`src/rtl/fport_telemetry_tx.sv`:
```
// FPort downlink telemetry transmitter: holds one SmartPort value and, on each
// receiver poll, streams a byte-stuffed, CRC-protected frame into uart_tx.
module fport_telemetry_tx #(
    parameter int CLKS_PER_BYTE = 400
) (
    input  logic        clock,
    input  logic        rst_n,
    input  logic        poll,
    input  logic        tel_valid,
    output logic        tel_ready,
    input  logic [15:0] tel_app_id,
    input  logic [31:0] tel_data,
    output logic [7:0]  tx_byte,
    output logic        tx_send,
    output logic        frame_busy
);

    localparam int CW = (CLKS_PER_BYTE > 2) ? $clog2(CLKS_PER_BYTE) : 1;
    localparam logic [CW-1:0] GAP_LAST = CW'(CLKS_PER_BYTE - 2);

    typedef enum logic [1:0] {IDLE, SEND, GAP} state_t;

    // Handshake: a telemetry value is accepted on any cycle where
    // tel_valid && tel_ready; tel_ready is the registered inverse of pending.
    state_t        state;
    logic          pending;
    logic [15:0]   hold_app;
    logic [31:0]   hold_data;
    logic [7:0]    frm_prim;
    logic [15:0]   frm_app;
    logic [31:0]   frm_data;
    logic [7:0]    sum;
    logic [3:0]    byte_idx;
    logic          stuff_pending;
    logic [7:0]    stuff_byte;
    logic [CW-1:0] gap_cnt;
    logic [7:0]    cur_byte;
    logic          needs_stuff;
    logic          accept;

    assign tel_ready  = ~pending;
    assign frame_busy = (state != IDLE);
    assign accept     = tel_valid & ~pending;

    function automatic logic [7:0] crc_add(input logic [7:0] s, input logic [7:0] b);
        logic [8:0] s9;
        s9 = {1'b0, s} + {1'b0, b};
        return s9[7:0] + {7'b0, s9[8]};
    endfunction

    // byte_idx names the next unstuffed frame byte; index 0 goes out at the poll.
    always_comb begin
        cur_byte = 8'h7E;
        case (byte_idx)
            4'd1:    cur_byte = 8'h08;
            4'd2:    cur_byte = 8'h81;
            4'd3:    cur_byte = frm_prim;
            4'd4:    cur_byte = frm_app[7:0];
            4'd5:    cur_byte = frm_app[15:8];
            4'd6:    cur_byte = frm_data[7:0];
            4'd7:    cur_byte = frm_data[15:8];
            4'd8:    cur_byte = frm_data[23:16];
            4'd9:    cur_byte = frm_data[31:24];
            4'd10:   cur_byte = 8'hFF - sum;
            default: cur_byte = 8'h7E;
        endcase
    end

    assign needs_stuff = (byte_idx inside {[4'd1:4'd10]}) &&
                         (cur_byte == 8'h7E || cur_byte == 8'h7D);

    always_ff @(posedge clock or negedge rst_n) begin
        if (!rst_n) begin
            pending   <= 1'b0;
            hold_app  <= '0;
            hold_data <= '0;
        end else if (accept) begin
            // An accept in the poll cycle wins: the snapshot already took the old state.
            pending   <= 1'b1;
            hold_app  <= tel_app_id;
            hold_data <= tel_data;
        end else if (state == IDLE && poll) begin
            pending   <= 1'b0;
        end
    end

    always_ff @(posedge clock or negedge rst_n) begin
        if (!rst_n) begin
            state         <= IDLE;
            tx_send       <= 1'b0;
            tx_byte       <= 8'h00;
            frm_prim      <= 8'h00;
            frm_app       <= '0;
            frm_data      <= '0;
            sum           <= 8'h00;
            byte_idx      <= 4'd0;
            stuff_pending <= 1'b0;
            stuff_byte    <= 8'h00;
            gap_cnt       <= '0;
        end else begin
            case (state)
                IDLE: begin
                    tx_send <= 1'b0;
                    if (poll) begin
                        frm_prim      <= pending ? 8'h10 : 8'h00;
                        frm_app       <= pending ? hold_app : 16'h0000;
                        frm_data      <= pending ? hold_data : 32'h0;
                        sum           <= 8'h00;
                        byte_idx      <= 4'd1;
                        stuff_pending <= 1'b0;
                        tx_byte       <= 8'h7E;
                        tx_send       <= 1'b1;
                        state         <= SEND;
                    end
                end
                SEND: begin
                    tx_send <= 1'b0;
                    gap_cnt <= '0;
                    state   <= GAP;
                end
                GAP: begin
                    if (gap_cnt != GAP_LAST) begin
                        gap_cnt <= gap_cnt + 1'b1;
                    end else if (stuff_pending) begin
                        tx_byte       <= stuff_byte;
                        stuff_pending <= 1'b0;
                        tx_send       <= 1'b1;
                        state         <= SEND;
                    end else if (byte_idx <= 4'd11) begin
                        if (byte_idx inside {[4'd1:4'd9]})
                            sum <= crc_add(sum, cur_byte);
                        if (needs_stuff) begin
                            tx_byte       <= 8'h7D;
                            stuff_byte    <= cur_byte ^ 8'h20;
                            stuff_pending <= 1'b1;
                        end else begin
                            tx_byte <= cur_byte;
                        end
                        byte_idx <= byte_idx + 4'd1;
                        tx_send  <= 1'b1;
                        state    <= SEND;
                    end else begin
                        state <= IDLE;
                    end
                end
                default: state <= IDLE;
            endcase
        end
    end

endmodule
```
`config.mk`:
```
export PLATFORM = sky130hd
export DESIGN_NAME = fport_telemetry_tx
export DESIGN_NICKNAME = d
export VERILOG_FILES = /design/src/rtl/fport_telemetry_tx.sv
export SDC_FILE = /design/constraint.sdc
export NUM_CORES = 1
export LEC_CHECK = 0
export BUFFER_PORTS_ARGS = -buffer_cell sky130_fd_sc_hd__buf_2
export CAP_MARGIN = 20
export CORE_MARGIN = 3
export CORE_UTILIZATION = 50
export CTS_CLUSTER_DIAMETER = 100
export DETAILED_ROUTE_END_ITERATION = 8
export GPL_TIMING_DRIVEN = 0
export HOLD_SLACK_MARGIN = 0.1
export PLACE_DENSITY = 0.69
export SETUP_SLACK_MARGIN = 0.05
export SYNTH_ARGS = -nofsm -noshare
export SYNTH_HDL_FRONTEND = slang
export SYNTH_SLANG_ARGS = --single-unit
export TNS_END_PERCENT = 20
```
`constraint.sdc`:
```
create_clock -name clock -period 5.3 [get_ports clock]
set_input_delay 1.06 -clock clock [delete_from_list [all_inputs] [get_ports clock]]
set_output_delay 1.06 -clock clock [all_outputs]
set_load 0.01 [all_outputs]
```
==> results.py, run 1 <==
metrics = {
    "yosys": {
        "syn_area_per_cell_um2": 10.3,
        "synth_top_area_share_pct": 51.9,
        "synth_top_family_by_area": "simple AND/OR/NAND/NOR gates",
        "synth_adder_area_share_pct": 4.40,
        "synthCells": 651,
        "syn-cell-area_mm2": 0.00671,
        "synth.area.top_cells": "dfrtp_1 52%, mux2_2 8.2%, nand2_1 7.1%",
        "ys_ff_latch": 139,
        "synth_xor_area_share_pct": 2.03,
        "yosys_warnings": 0,
        "synth.distinct_cells": 63,
        "synth-compound-area-share_pct": 10.8,
        "async_reset_ff_share_pct": 100,
        "synth-seq-area-share_pct": 51.9,
        "synth_edf_count": 0,
        "yosysTopAreaCell": "dfrtp_1",
        "synthMuxAreaShare_pct": 9.57,
        "synth_ff_type": "dfrtp_1",
        "syn_nets": 726,
        "yosys.area_share.simple_pct": 17.6,
    },
    "timing": {
        "clock_skew_ns": 0.00795,
        "finalHoldViolCount": 0,
        "relSlewSlack_pct": 50.3,
        "worstMarginPinSlew_ns": 0.746,
        "period_share_pct": 91.3,
        "setup_viol": 0,
        "tns_ns": 0,
        "period_needed_ns": 4.84,
        "fmax_mhz": 207,
        "slew_viol_final": 0,
        "rsz0062_at_grt": "false",
    },
    "drt": {
        "drt-initial-drc-count": 373,
        "drt-pass1-iter-count": 6,
        "wl_um": 15300,
        "drcViolationCount": 0,
        "ant_nets": 0,
        "wire_per_inst_um": 16.7,
        "vias_per_cell": 5.56,
        "vias": 5105,
    },
    "place": {
        "placedCellCount": 886,
        "dp_hpwl_um": 11200,
        "numPortBuffers": 62,
        "gp_congestion": 0.937,
    },
    "global_routing": {
        "grt_max_degree": 100,
        "grt_overflow": 0,
        "grt_use_total_pct": 22.1,
        "antenna_found_initial": 0,
        "grt_pass1_vias": 5268,
        "grt_pass1_wl_um": 25600,
    },
    "floorplanning": {
        "fp.dieW_um": 122,
        "core_area_mm2": 0.0129,
        "die_y_um": 122,
        "rows": 41,
        "die_area_mm2": 0.0148,
        "start_util_pct": 52.1,
        "ios": 63,
    },
    "power": {
        "power_density_mw_per_mm2": 465,
        "p_leak_nw": 3.77,
        "vdd_drop_max_mv": 0.305,
    },
    "flow_run": {
        "cap_violations": 0,
    },
    "critical_path": {
        "startpoint_type": "flop",
        "reg2reg_setup_slack_ns": 0.46,
        "crit_path_end_kind": "flop",
        "timing.critical_path.arrival_ns": 5.15,
        "reg2reg_to": "sum[7]$_DFFE_PN0P_",
        "r2r_cells": 23,
        "required_ns": 5.61,
        "timing.rr.start": "byte_idx[0]$_DFFE_PN0P_",
        "crit_fanout": 10,
        "critPathKind": "reg -> reg",
    },
    "final_layout": {
        "n_antenna_cell": 0,
        "layout_commonest_cell": "dfrtp_1",
        "final_cells": 918,
        "regArea_mm2": 0.00348,
        "multi_input_area_mm2": 0.00298,
        "drive_gt1_share_pct": 22.1,
        "mostFrequentLayoutCells": "139 x dfrtp_1, 126 x nand2_1, 69 x buf_2",
        "area_delta_synth_final_pct": 16.8,
        "nFillCells": 1088,
        "nNetsFinal": 808,
    },
    "outcome": {
        "status": "completed",
    },
    "worst_hold_path": {
        "holdPathStages": 1,
        "hold_class": "reg -> reg",
        "worstHoldStart": "stuff_byte[4]$_DFFE_PN0P_",
        "hold_end": "stuff_byte[4]$_DFFE_PN0P_",
    },
    "clock_tree": {
        "clk_pin_slew_worst_paths_ns": 0.06,
        "htree_levels": 4,
        "cts_buffers": 17,
        "cts_hold_buf": 0,
        "cts_tree": "built",
        "clock_path_buffers": 2,
        "cts_root_buffer": "clkbuf_16",
        "clk_latency_ns": 0.42,
        "cts.sinks": 139,
    },
}
[cell usage after synthesis, types with 3 or more instances]
| cell | instances |
|---|---|
| a311oi_1 | 3 |
| or2_1 | 4 |
| a22oi_1 | 7 |
| mux2i_1 | 6 |
| ha_1 | 22 |
| xnor2_1 | 6 |
| nand2_1 | 126 |
| o21a_1 | 3 |
| inv_1 | 21 |
| a222oi_1 | 4 |
| xor2_1 | 7 |
| o21ai_0 | 20 |
| buf_1 | 7 |
| o21ai_1 | 8 |
| nor3_1 | 4 |
| buf_4 | 3 |
| a22o_1 | 12 |
| nand3_1 | 58 |
| mux2_2 | 49 |
| nor2_1 | 26 |
| dfrtp_1 | 139 |
| nor2b_1 | 10 |
| clkbuf_1 | 18 |
| and3_1 | 3 |
| a211oi_1 | 3 |
| a32oi_1 | 3 |
| nand4_1 | 4 |
| nand2b_1 | 5 |
| buf_2 | 8 |
| a21oi_1 | 19 |
[through the flow]
step / instance area [µm²] / hold slack, ns / utilization [%] / setup WS (ns) / power, mW
4_1_cts: 7820 / 0.465 / 60.8 / 0.286 / 3.67
3_3_place_gp: 7230 / 0.444 / 56.2 / 0.382 / 2.49
3_5_place_dp: 7270 / 0.446 / 56.4 / 0.312 / 2.56
2_1_floorplan: 6710 / 0.428 / - / 1.04 / 2.25
5_1_grt: 7830 / 0.470 / 60.8 / 0.0509 / 3.88
6_report: 7830 / 0.462 / 60.8 / 0.459 / 3.64
[power by group]
part | leakage, nW | switching [mW] | internal, mW
clock | 0.262 | 0.461 | 0.639
combinational | 1.77 | 0.489 | 0.385
sequential | 1.74 | 0.236 | 1.43
[worst max-delay path by stage]
stage | start | slack (ns) | end | depth (start not counted)
2_1_floorplan | byte_idx[0]$_DFFE_PN0P_ | 1.04 | sum[7]$_DFFE_PN0P_ | 23
3_3_place_gp | byte_idx[0]$_DFFE_PN0P_ | 0.38 | sum[7]$_DFFE_PN0P_ | 22
3_5_place_dp | byte_idx[0]$_DFFE_PN0P_ | 0.31 | sum[7]$_DFFE_PN0P_ | 22
4_1_cts | byte_idx[0]$_DFFE_PN0P_ | 0.29 | sum[7]$_DFFE_PN0P_ | 22
5_1_grt | byte_idx[0]$_DFFE_PN0P_ | 0.05 | sum[7]$_DFFE_PN0P_ | 23
6_report | byte_idx[0]$_DFFE_PN0P_ | 0.46 | sum[7]$_DFFE_PN0P_ | 23
[worst max-delay path: stages (launching register included)]
cell and delay [ns]:
dfrtp_1 0.45, inv_1 0.14, ha_1 0.16, buf_2 0.22, buf_4 0.21, a22oi_1 0.09, a311oi_1 0.30, a31oi_1 0.10
o21ai_2 0.18, ha_1 0.25, inv_1 0.06, fa_1 0.41, nor2b_1 0.18, o31a_1 0.16, o21a_1 0.14, o21a_1 0.19
o21ai_0 0.09, nand2b_1 0.08, ha_1 0.16, and3_1 0.21, nand3_1 0.13, nor4b_1 0.36, xnor3_1 0.26, a22o_1 0.20
[state kept, by name, indices dropped and copies added, names as in the netlist, 2 cells and up]
| register | flops |
|---|---|
| stuff_byte | 8 |
| sum | 8 |
| hold_app | 16 |
| state | 2 |
| tx_byte | 8 |
| frm_data | 32 |
| frm_app | 16 |
| gap_cnt | 9 |
| byte_idx | 4 |
| hold_data | 32 |
[kinds of logic (layout without fill, tap and decap cells)]
logic type,Yosys count,count (layout)
buffers and inverters,59,154
muxes,57,57
xor gates and xnor gates,14,14
DFF,139,139
adders and majority gates,23,23
AOI/OAI and AO/OA,104,104
and+or+nand+nor,255,255
[cell type report]
type | count | area share (%)
Sequential cell | 139 | 44.4
Multi-Input combinational cell | 453 | 38.1
Clock buffer | 21 | 6.01
Timing Repair Buffer | 63 | 4.39
Tap cell | 172 | 2.75
Buffer | 37 | 2.14
Clock inverter | 11 | 1.12
Inverter | 22 | 1.05
[routing by layer]
metal	part of all wire, %	track usage [%]
met4	2.4	9.24
met1	44	28.1
met5	0	0
met2	48	36.1
met3	5.0	5.85
[timing repair]
item	in CTS	in global routing
endpoints found under the setup margin	0	1
buffers inserted	0	0
resized for setup	0	3
hold endpoints to repair	0	0
Power figures use the tool's default switching activity.
==> run 2, diff against run 1 <==
Settings changed: CORE_MARGIN 3 to 4, RECOVER_POWER set to 50.
==> results.py, run 2 (synthesis results as in run 1) <==
metrics = {
    "power": {
        "p_leak_nw": 3.80,
        "finalPower_mw": 3.81,
        "combPwrFrac_pct": 23.1,
        "seqPwrFrac_pct": 43.6,
        "internal_power_mw": 2.62,
        "pwr-share-clk_pct": 33.3,
        "power_density_mw_per_mm2": 482,
        "vdd_drop_max_mv": 0.378,
        "switching_power_mw": 1.19,
        "p_sw_share_pct": 31.3,
    },
    "drt": {
        "wl_um": 15300,
        "ant_nets": 0,
        "drt-pass1-iter-count": 7,
        "vias_per_cell": 5.52,
        "drcViolationCount": 0,
        "wire_per_inst_um": 16.6,
        "vias": 5091,
        "drt-initial-drc-count": 472,
    },
    "timing": {
        "fmax_mhz": 207,
        "relSlewSlack_pct": -97.0,
        "clock_skew_ns": 0.00843,
        "period_share_pct": 91.4,
        "setup_viol": 0,
        "finalHoldViolCount": 0,
        "rsz0062_at_grt": "false",
        "tns_ns": 0,
        "slew_viol_final": 53,
        "worstMarginPinSlew_ns": 2.95,
        "period_needed_ns": 4.84,
    },
    "critical_path": {
        "crit_fanout": 10,
        "crit_buf_inv": 3,
        "critical-path-top-delay-family": "compound AO/OA/AOI/OAI gates",
        "startpoint_type": "flop",
        "critPathKind": "reg -> reg",
        "timing.critical_path.arrival_ns": 5.16,
        "crit_path_end_kind": "flop",
        "cp_cell_sequence": "inv_1 -> ha_1 -> buf_2 -> a22oi_1 -> a311oi_1 -> a31oi_1 -> o21ai_2 -> ha_1 -> inv_1 -> fa_1 -> nor2b_1 -> o31a_1 -> o21a_1 -> o21a_1 -> o21ai_0 -> nand2b_1 -> ha_1 -> and3_1 -> nand3_1 -> nor4b_1 -> xnor3_1 -> a22o_1",
        "cpPeakStageDelay_ns": 0.42,
        "required_ns": 5.61,
        "cp_slowest_cell": "dfrtp_1",
        "crit_top_cell": "ha_1",
    },
    "final_layout": {
        "nNetsFinal": 808,
        "n_antenna_cell": 0,
        "nFillCells": 1093,
        "mostFrequentLayoutCells": "139 x dfrtp_1, 126 x nand2_1, 68 x buf_2",
        "layout_commonest_cell": "dfrtp_1",
        "design_area_mm2": 0.00790,
        "final_cells": 922,
        "drive_gt1_share_pct": 21.6,
        "final_util_pct": 59.9,
        "area_delta_synth_final_pct": 17.8,
        "largestRegisters": "frm_data (32), hold_data (32)",
    },
    "floorplanning": {
        "fp.dieW_um": 124,
        "start_util_pct": 50.8,
        "rows": 42,
        "ios": 63,
        "die_y_um": 124,
        "core_area_mm2": 0.0132,
        "die_area_mm2": 0.0153,
    },
    "outcome": {
        "status": "finished, violations left",
        "failed_checks": "capacitance limit, slew limit",
    },
    "global_routing": {
        "grt_use_total_pct": 21.9,
        "grt_max_degree": 88,
        "grt_overflow": 0,
        "antenna_found_initial": 0,
        "grt_pass1_vias": 5131,
        "grt_pass1_wl_um": 25800,
    },
    "clock_tree": {
        "cts_root_buffer": "clkbuf_16",
        "clk_pin_slew_worst_paths_ns": 0.06,
        "post_cts_buffers": 0,
        "htree_levels": 4,
        "cts_buffers": 17,
        "cts_tree": "built",
        "clk_latency_ns": 0.43,
        "clock_path_buffers": 2,
        "cts.sinks": 139,
    },
    "place": {
        "dp_hpwl_um": 11200,
        "placed_cell_area_mm2": 0.00727,
        "placedCellCount": 890,
        "gp_congestion": 0.905,
        "numPortBuffers": 62,
    },
    "worst_hold_path": {
        "hold_class": "reg -> reg",
    },
    "flow_run": {
        "cap_violations": 1,
    },
}
run 2: power groups by stage:
stage               clock network [mW]  logic (mW)  registers [mW]
floorplan                            0       0.666            1.58
global placement                     0       0.833            1.66
detailed placement                   0       0.883            1.68
CTS                               1.29       0.892            1.66
global route                      1.34        1.00            1.70
finish                            1.27       0.880            1.66
run 2: worst paths after layout:
| kind | endpoint | slack, ns | depth (start not counted) | start |
|---|---|---|---|---|
| worst min register to register | stuff_byte[3]$_DFFE_PN0P_ | 0.47 | 1 | stuff_byte[3]$_DFFE_PN0P_ |
| worst min-delay path | stuff_byte[3]$_DFFE_PN0P_ | 0.47 | 1 | stuff_byte[3]$_DFFE_PN0P_ |
| max in group asynchronous | sum[1]$_DFFE_PN0P_ | 2.03 | 1 | rst_n |
| min in group asynchronous | state[1]$_DFFE_PN0P_ | 1.59 | 1 | rst_n |
| worst max-delay path | sum[7]$_DFFE_PN0P_ | 0.46 | 22 | byte_idx[1]$_DFFE_PN0P_ |
| worst max register to register | sum[7]$_DFFE_PN0P_ | 0.46 | 22 | byte_idx[1]$_DFFE_PN0P_ |
run 2: layout make-up:
class / count / area (µm²) / share of cell area (%)
Sequential cell: 139 / 3480 / 44.0
Multi-Input combinational cell: 453 / 2980 / 37.7
Clock buffer: 20 / 447 / 5.65
Timing Repair Buffer: 63 / 335 / 4.24
Tap cell: 176 / 220 / 2.79
Clock inverter: 12 / 188 / 2.38
Buffer: 37 / 168 / 2.12
Inverter: 22 / 82.6 / 1.05
run 2: metal layers:
| metal | GRT usage, % | share of wire [%] | vias to the layer above |
|---|---|---|---|
| met5 | 0 | 0 | - |
| met4 | 7.20 | 1.4 | 0 |
| met3 | 4.63 | 4.7 | 16 |
| met2 | 36.5 | 49 | 133 |
| met1 | 28.6 | 44 | 2503 |
| li1 | - | - | 2439 |
run 2: what timing repair did:
action	4_1_cts	5_1_grt
hold buffers	0	0
setup endpoints to repair	0	1
gates resized for setup	0	2
run 2: per-stage QoR:
| stage | setup WS, ns | hold WS [ns] |
|---|---|---|
| detailed placement | 0.337 | 0.451 |
| CTS | 0.292 | 0.466 |
| floorplan | 1.04 | 0.428 |
| finish | 0.458 | 0.468 |
| global route | 0.186 | 0.486 |
| global placement | 0.356 | 0.443 |
==> run 3, diff against run 2 <==
==> constraint.sdc (replaced) <==
create_clock -name clock -period 5.3 [get_ports clock]
set_input_delay 0.265 -clock clock [delete_from_list [all_inputs] [get_ports clock]]
set_output_delay 0.265 -clock clock [all_outputs]
set_load 0.01 [all_outputs]
==> results.py, run 3 (synthesis results as in run 1) <==
metrics = {
    "outcome": {
        "status": "finished, violations left",
        "failed_checks": "capacitance limit, slew limit",
    },
    "critical_path": {
        "crit_fanout": 10,
        "r2r_cells": 22,
        "cp-startpoint": "byte_idx[1]$_DFFE_PN0P_",
        "crit_path_end_kind": "flop",
        "reg2reg_setup_slack_ns": 0.42,
        "required_ns": 5.62,
        "cp_cell_sequence": "inv_1 -> ha_1 -> buf_2 -> a22oi_1 -> a311oi_1 -> a31oi_1 -> o21ai_2 -> ha_1 -> inv_1 -> fa_1 -> nor2b_1 -> o31a_1 -> o21a_1 -> o21a_1 -> o21ai_0 -> nand2b_1 -> ha_1 -> and3_1 -> nand3_1 -> nor4b_1 -> xnor3_1 -> a22o_1",
        "critPathKind": "reg -> reg",
        "reg2reg_to": "sum[7]$_DFFE_PN0P_",
        "crit_top_cell": "ha_1",
        "cpPeakStageDelay_ns": 0.43,
        "timing.rr.start": "byte_idx[1]$_DFFE_PN0P_",
        "startpoint_type": "flop",
        "cp_slowest_cell": "dfrtp_1",
        "timing.critical_path.arrival_ns": 5.19,
    },
    "global_routing": {
        "grt_overflow": 0,
        "grt_pass1_wl_um": 26900,
        "antenna_found_initial": 0,
        "grt_max_degree": 88,
        "grt_pass1_vias": 5377,
        "grt_use_total_pct": 22.8,
    },
    "clock_tree": {
        "clk_pin_slew_worst_paths_ns": 0.06,
        "cts_buffers": 17,
        "cts.sinks": 139,
        "cts_tree": "built",
        "clock_path_buffers": 2,
        "clk_latency_ns": 0.43,
        "cts_root_buffer": "clkbuf_16",
        "htree_levels": 4,
    },
    "power": {
        "internal_power_mw": 2.64,
        "power_density_mw_per_mm2": 458,
        "switching_power_mw": 1.20,
        "pwr-share-clk_pct": 33.0,
        "vdd_drop_max_mv": 0.384,
        "combPwrFrac_pct": 23.7,
        "p_sw_share_pct": 31.2,
        "seqPwrFrac_pct": 43.3,
        "finalPower_mw": 3.84,
        "p_leak_nw": 3.99,
    },
    "final_layout": {
        "nNetsFinal": 858,
        "final_util_pct": 63.6,
        "n_antenna_cell": 0,
        "largestRegisters": "frm_data (32), hold_data (32)",
        "mostFrequentLayoutCells": "139 x dfrtp_1, 126 x nand2_1, 60 x buf_2",
        "drive_gt1_share_pct": 19.2,
        "area_delta_synth_final_pct": 25.1,
        "layout_commonest_cell": "dfrtp_1",
    },
    "place": {
        "dp_hpwl_um": 11200,
        "preCtsSetupSlack_ns": 0.337,
        "numPortBuffers": 62,
        "gp_congestion": 0.905,
    },
    "timing": {
        "worstMarginPinSlew_ns": 2.95,
        "setup_ws_ns": 0.424,
        "fmax_mhz": 205,
        "setup_viol": 0,
        "whs_ns": 0.247,
        "slew_viol_final": 53,
        "relSlewSlack_pct": -96.8,
        "clock_skew_ns": 0.0109,
        "rsz0062_at_grt": "false",
        "period_needed_ns": 4.88,
        "tns_ns": 0,
        "period_share_pct": 92.0,
        "finalHoldViolCount": 0,
    },
    "floorplanning": {
        "die_y_um": 124,
        "rows": 42,
        "fp.dieW_um": 124,
        "ios": 63,
        "die_area_mm2": 0.0153,
        "start_util_pct": 50.8,
        "core_area_mm2": 0.0132,
    },
    "worst_hold_path": {
        "holdPathStages": 3,
        "worstHoldStart": "poll",
        "hold_class": "in -> reg",
        "hold_end": "tx_send$_DFFE_PN0P_",
    },
    "drt": {
        "vias_per_cell": 5.42,
        "drt-pass1-iter-count": 5,
        "wire_per_inst_um": 16.5,
        "drcViolationCount": 0,
        "ant_nets": 0,
        "vias": 5265,
        "drt-initial-drc-count": 469,
        "wl_um": 16000,
    },
    "flow_run": {
        "cap_violations": 1,
    },
}
## run 3: final cells by class
cell class,count,area (µm²)
plain buffers,37,168
clock buffers,20,447
clock inverters,12,188
fillers,1033,4800
inverters,22,82.6
multi-input cells,453,2980
flip-flops and latches,139,3480
well taps,176,220
repair buffers,113,826
## run 3: worst max-delay path by stage
stage	endpoint	slack, ns	cells past startpoint
after floorplan	sum[7]$_DFFE_PN0P_	1.04	23
after global placement	sum[7]$_DFFE_PN0P_	0.36	22
after detailed placement	sum[7]$_DFFE_PN0P_	0.34	22
after CTS	sum[7]$_DFFE_PN0P_	0.29	22
after global routing	sum[7]$_DFFE_PN0P_	0.19	22
final	sum[7]$_DFFE_PN0P_	0.42	22
## run 3: power groups by stage
| stage | clock network [mW] | registers (mW) | logic [mW] |
|---|---|---|---|
| after global routing | 1.33 | 1.70 | 1.03 |
| after global placement | 0 | 1.66 | 0.833 |
| after floorplan | 0 | 1.58 | 0.666 |
| final | 1.27 | 1.66 | 0.909 |
| after CTS | 1.29 | 1.66 | 0.919 |
| after detailed placement | 0 | 1.68 | 0.883 |
## run 3: metal layers
metal / routed length, µm / up-vias / global-route usage, %
li1: - / 2540 / -
met1: 6910 / 2560 / 29.2
met2: 8080 / 142 / 38.8
met3: 728 / 23 / 4.72
met5: 0 / - / 0
met4: 298 / 0 / 7.54
## run 3: worst max-delay path, delay by kind of cell, from the launching register on
family	cells	cell delay, ns
compound gates	9	1.47
xor+xnor	1	0.27
fa+ha+maj	4	1.16
buf+inv	3	0.49
flops	1	0.43
simple gates	5	0.94
## run 3: metrics by stage
| step | instance area [µm²] | instances |
|---|---|---|
| 6_report | 8390 | 972 |
| 5_1_grt | 8390 | 972 |
| 4_1_cts | 8410 | 972 |
| 3_5_place_dp | 7270 | 890 |
| 3_3_place_gp | 7240 | 889 |
| 2_1_floorplan | 6710 | 651 |
## run 3: timing repair
| action | in CTS | in global routing |
|---|---|---|
| setup buffers | 0 | 0 |
| endpoints found under the setup margin | 0 | 1 |
| resized for setup | 0 | 2 |
| hold buffers | 50 | 0 |
| endpoints found under the hold margin | 101 | 0 |
